--- src/rtl/crc32_pkg.sv ---
// Shared constants and state encoding for the bit-serial CRC-32 frame checker.
package crc32_pkg;

   localparam int unsigned CRC32_W   = 32;
   localparam int unsigned BYTE_W    = 8;
   localparam int unsigned BIT_CNT_W = 3;

   localparam logic [CRC32_W-1:0] CRC32_POLY_REFL = 32'hEDB88320;
   localparam logic [CRC32_W-1:0] CRC32_INIT      = 32'hFFFFFFFF;
   localparam logic [CRC32_W-1:0] CRC32_XOR_OUT   = 32'hFFFFFFFF;
   localparam logic [CRC32_W-1:0] CRC32_CHECK     = 32'hCBF43926;

   typedef enum logic [2:0] {
      ST_IDLE   = 3'd0,
      ST_ACCEPT = 3'd1,
      ST_SHIFT  = 3'd2,
      ST_FINAL  = 3'd3,
      ST_DONE   = 3'd4
   } state_e;

endpackage

--- src/rtl/crc32_bit_step.sv ---
// Single-bit reflected CRC-32 update; purely combinational so it can be chained
// for a byte-parallel engine.
module crc32_bit_step
   import crc32_pkg::*;
#(
   parameter logic [CRC32_W-1:0] POLY = CRC32_POLY_REFL
) (
   input  logic [CRC32_W-1:0] crc_in,
   input  logic               bit_in,
   output logic [CRC32_W-1:0] crc_out
);

   logic fb;

   assign fb      = crc_in[0] ^ bit_in;
   assign crc_out = (crc_in >> 1) ^ (fb ? POLY : '0);

endmodule

--- config.mk ---
export PLATFORM = sky130hd
export DESIGN_NAME = crc32_bit_step
export DESIGN_NICKNAME = d
export VERILOG_FILES = /design/src/rtl/crc32_pkg.sv /design/src/rtl/crc32_bit_step.sv
export SDC_FILE = /design/constraint.sdc
export NUM_CORES = 1
export LEC_CHECK = 0
export ABC_AREA = 1
export CAP_MARGIN = 25
export CORE_MARGIN = 2
export CORE_UTILIZATION = 25
export DETAILED_ROUTE_END_ITERATION = 7
export MAX_ROUTING_LAYER = met4
export PLACE_DENSITY = 0.85
export SLEW_MARGIN = 15
export SYNTH_ARGS = -nofsm -noshare
export SYNTH_HDL_FRONTEND = slang
export SYNTH_SLANG_ARGS = --single-unit
--- constraint.sdc ---
create_clock -name vclk -period 0.9
set_input_delay 0.18 -clock vclk [all_inputs]
set_output_delay 0.18 -clock vclk [all_outputs]
set_load 0.005 [all_outputs]
# Yosys cells after proc, flatten, opt, wreduce, memory -nomap -nowiden
# Index checks and enable logic that the tools add are counted.
# W data, S select, Z words.
# word_totals
word_cells,3
out_inout_bits,32
in_bits,33
reg_bits,0
# op_classes
n_mux,1
bitwise,2
# ops
op,n
$mux W32,1
$xor A31 B32 Y32,1
$xor A1 B1 Y1,1

# Depth between registers and ports, before layout
# Gate-level depths: netlist of the first run.
# logic_depth
depth_word,3
ltp_mapped,5
mapped_depth_nobuf,4

# Worst setup path after synthesis of the first run
# OpenSTA, ideal clock, no wires.
# synth_path
kind,input-to-output
startpoint,in crc_in[0]
endpoint,out crc_out[31]
slack_ns,0.132
path_buffers,2
arrival_ns,0.588
cell_stages,5
t_required_ns,0.720
cell_sequence,inv_2 -> nand2_2 -> buf_6 -> nand2_1 -> buf_4
# synth_via
elab_chain_len,3
# synth_lines
item,line,text
"start, declared",crc32_bit_step.sv:8,"input logic [CRC32_W-1:0] crc_in,"
$xor A1 B1 Y1,crc32_bit_step.sv:15,assign fb = crc_in[0] ^ bit_in;
via fb,crc32_bit_step.sv:13,logic fb;
$mux W32,crc32_bit_step.sv:16,assign crc_out = (crc_in >> 1) ^ (fb ? POLY : '0);
$xor A31 B32 Y32,crc32_bit_step.sv:16,
"end, declared",crc32_bit_step.sv:10,output logic [CRC32_W-1:0] crc_out
# The timed path passes the listed nets, and every way through them passes these cells.

# Worst setup path after layout of the first run
# layout_path
startpoint,in crc_in[0]
endpoint,out crc_out[21]
# layout_via
elab_chain_len,3
# layout_lines
item,line
$xor A1 B1 Y1,crc32_bit_step.sv:15
$mux W32,crc32_bit_step.sv:16
$xor A31 B32 Y32,crc32_bit_step.sv:16
# No other way between the ends.

==> impl_metrics.json, run 1 <==
{
  "vias": 558,
  "detail_route.first_pass.iterations": 3,
  "cap_viol_max_count": 0,
  "dpl.hpwl_um": 861,
  "n_clock_buffer": 0,
  "finalSetupViolCount": 13,
  "gpl.final_weighted_congestion": 0.585,
  "status": "finished, violations left",
  "portBuffers": 29,
  "start_kind": "primary input",
  "core_area_sq_um": 1730,
  "fillerInstances": 197,
  "synth-warning-count": 0,
  "grt_usage_pct": 15.1,
  "unrepaired_setup_endpoints_after_global_routing": "true",
  "violated_checks": "negative setup slack",
  "final_min_period_over_clock_period_pct": 113,
  "floorplan.rows": 15,
  "synth_top_family_by_area": "buffers and inverters",
  "holdWs_ns": 0.360,
  "post-route-util_pct": 48.2,
  "maxSlewViolCount": 0,
  "n_sequential_cell": 0,
  "vias_per_cell": 4.46,
  "grt_first_pass_wirelength_mm": 2.31,
  "area.growth.synth_to_final_pct": 81.7,
  "crit_path_frequent_cell": "buf_12",
  "timing.hold.worst_path_depth": 0,
  "grt_antenna_before_repair": 0,
  "fp.dieH_um": 46.8,
  "seq_area_frac_synth_pct": 0,
  "timing.slew.headroom_pct": 92.3,
  "path_class": "in -> out",
  "slowest_delay_ns": 0.12,
  "hold_path_startpoint": "crc_in[1]",
  "route.detailed.drc": 0,
  "slowest_stage": "buf_12",
  "timing.final.hold_violations": 0,
  "die-width_um": 46.8,
  "timing.fmax_mhz": 980,
  "grt.overflow.total": 0,
  "holdBufCountCts": 0,
  "synth.lib_cells_used.distinct": 9,
  "ios": 65,
  "vias_in_the_first_global_route": 503,
  "min_period_ns": 1.02,
  "drtIter0Drc": 8,
  "ant_nets": 0,
  "worst_hold_path.endpoint": "crc_out[0]",
  "synth.net_count": 115,
  "worst-path-max-fanout": 8,
  "drt-wirelength-per-cell_um": 13.2,
  "grt_max_degree": 9,
  "regArea_sq_um": 0,
  "max_slew.worst_pin.slew_ns": 0.115,
  "synthSimpleGateAreaFrac_pct": 45.9,
  "floorplan.initialDensity_pct": 26.5,
  "synth.area.mux_share_pct": 0,
  "die_area_sq_um": 2190,
  "synth_compound_area_share_pct": 0,
  "hp-class": "in -> out",
  "cp-end-kind": "output port",
  "placement.cell_area_sq_um": 608,
  "layout-drive-gt1-share_pct": 50.0,
  "arrival_ns": 0.84,
  "synth_xor_xnor_area_share_pct": 0,
  "postLayoutSetupSlackWorst_ns": -0.121,
  "synthesis.area_per_instance_sq_um": 5.58,
  "synth_fa_ha_area_share_pct": 0,
  "maximum_vdd_drop_mv": 0.241,
  "power.density_cell_area_nw_per_um2": 503,
  "post-route-cell-area_sq_um": 832,
  "final.setup.tns_ns": -1.37,
  "antenna_cells": 0,
  "path_cells": "buf_12, buf_6, nand2_8, buf_12, nand3_2, nand2_1, buf_2",
  "synthesis.instances": 82,
  "power_leakage_nw": 0.490,
  "synth.cell_area_sq_um": 458,
  "critical_path_required_ns": 0.72,
  "wirelength_mm": 1.65,
  "multiInputGateArea_sq_um": 348,
  "design.final.nets": 135
}
## cells by family (layout without fill, tap and decap cells)
| family | count (synthesis) | in the layout |
|---|---|---|
| simple gates | 44 | 46 |
| buf+inv | 38 | 54 |
## critical path, delay by kind of cell
family	cells	cell delay (ns)
buffers and inverters	4	0.47
and+or+nand+nor	3	0.20
## worst max path at each step
stage | start | end | slack, ns | cells after the start
global placement | crc_in[0] | crc_out[24] | -0.93 | 6
CTS | crc_in[0] | crc_out[21] | -0.11 | 7
finish | crc_in[0] | crc_out[21] | -0.12 | 7
detailed placement | crc_in[0] | crc_out[26] | -0.97 | 6
floorplan | crc_in[0] | crc_out[31] | 0.13 | 5
global route | bit_in | crc_out[27] | -0.16 | 6
## Yosys cell counts
master / instances / share of area, %
nand3_1: 25 / 27
buf_4: 19 / 31
nand2_1: 15 / 12
inv_1: 13 / 11
buf_6: 3 / 7.4
nand2_2: 3 / 4.1
inv_2: 2 / 1.6
buf_8: 1 / 3.3
nand3_2: 1 / 2.2
## timing repair
| item | in CTS | in global routing |
|---|---|---|
| setup endpoints to repair | 14 | 13 |
| pin swaps | 16 | 5 |
| gates resized for setup | 122 | 2 |
| gates cloned | 3 | 0 |
| setup buffers | 9 | 0 |
## metal layers
metal  part of all wire, %  global-route usage (%)
met1                    37                    16.8
met2                    55                    29.9
met3                   7.8                   0.769
met4                  0.36                    1.67
met5                     0                       -
## per-stage QoR
stage / power (mW) / cells / setup WS, ns
floorplan: 0.210 / 82 / 0.132
global placement: 0.330 / 114 / -0.927
detailed placement: 0.339 / 114 / -0.968
CTS: 0.419 / 126 / -0.110
global route: 0.450 / 125 / -0.161
finish: 0.418 / 125 / -0.121
## final cells by class
cell class         instances  share of cell area (%)
inverters                 15                    9.17
multi-input cells         46                    41.8
well taps                 25                    3.76
repair buffers            39                    45.3
## layout by cell type (no fill, tap or decap)
| master | count |
|---|---|
| clkdlybuf4s15_2 | 1 |
| inv_12 | 1 |
| nand2_4 | 4 |
| buf_16 | 1 |
| inv_8 | 1 |
| buf_8 | 2 |
| inv_1 | 13 |
| buf_4 | 2 |
| nand3_1 | 10 |
| buf_12 | 4 |
| dlygate4sd2_1 | 13 |
| nand3_2 | 16 |
| nand2_8 | 2 |
| buf_6 | 3 |
| buf_2 | 13 |
| nand2_1 | 14 |
## power breakdown
part	total (mW)	switching, mW	internal (mW)
Sequential	0	0	0
Clock	0	0	0
Combinational	0.418	0.200	0.218
Power figures use the tool's default switching activity.
==> inputs of run 2 (changes only) <==
Settings changed: SLEW_MARGIN 15 to 20.
==> results of run 2 <==
The final DEF is identical to that of run 1; final timing and power are the same.
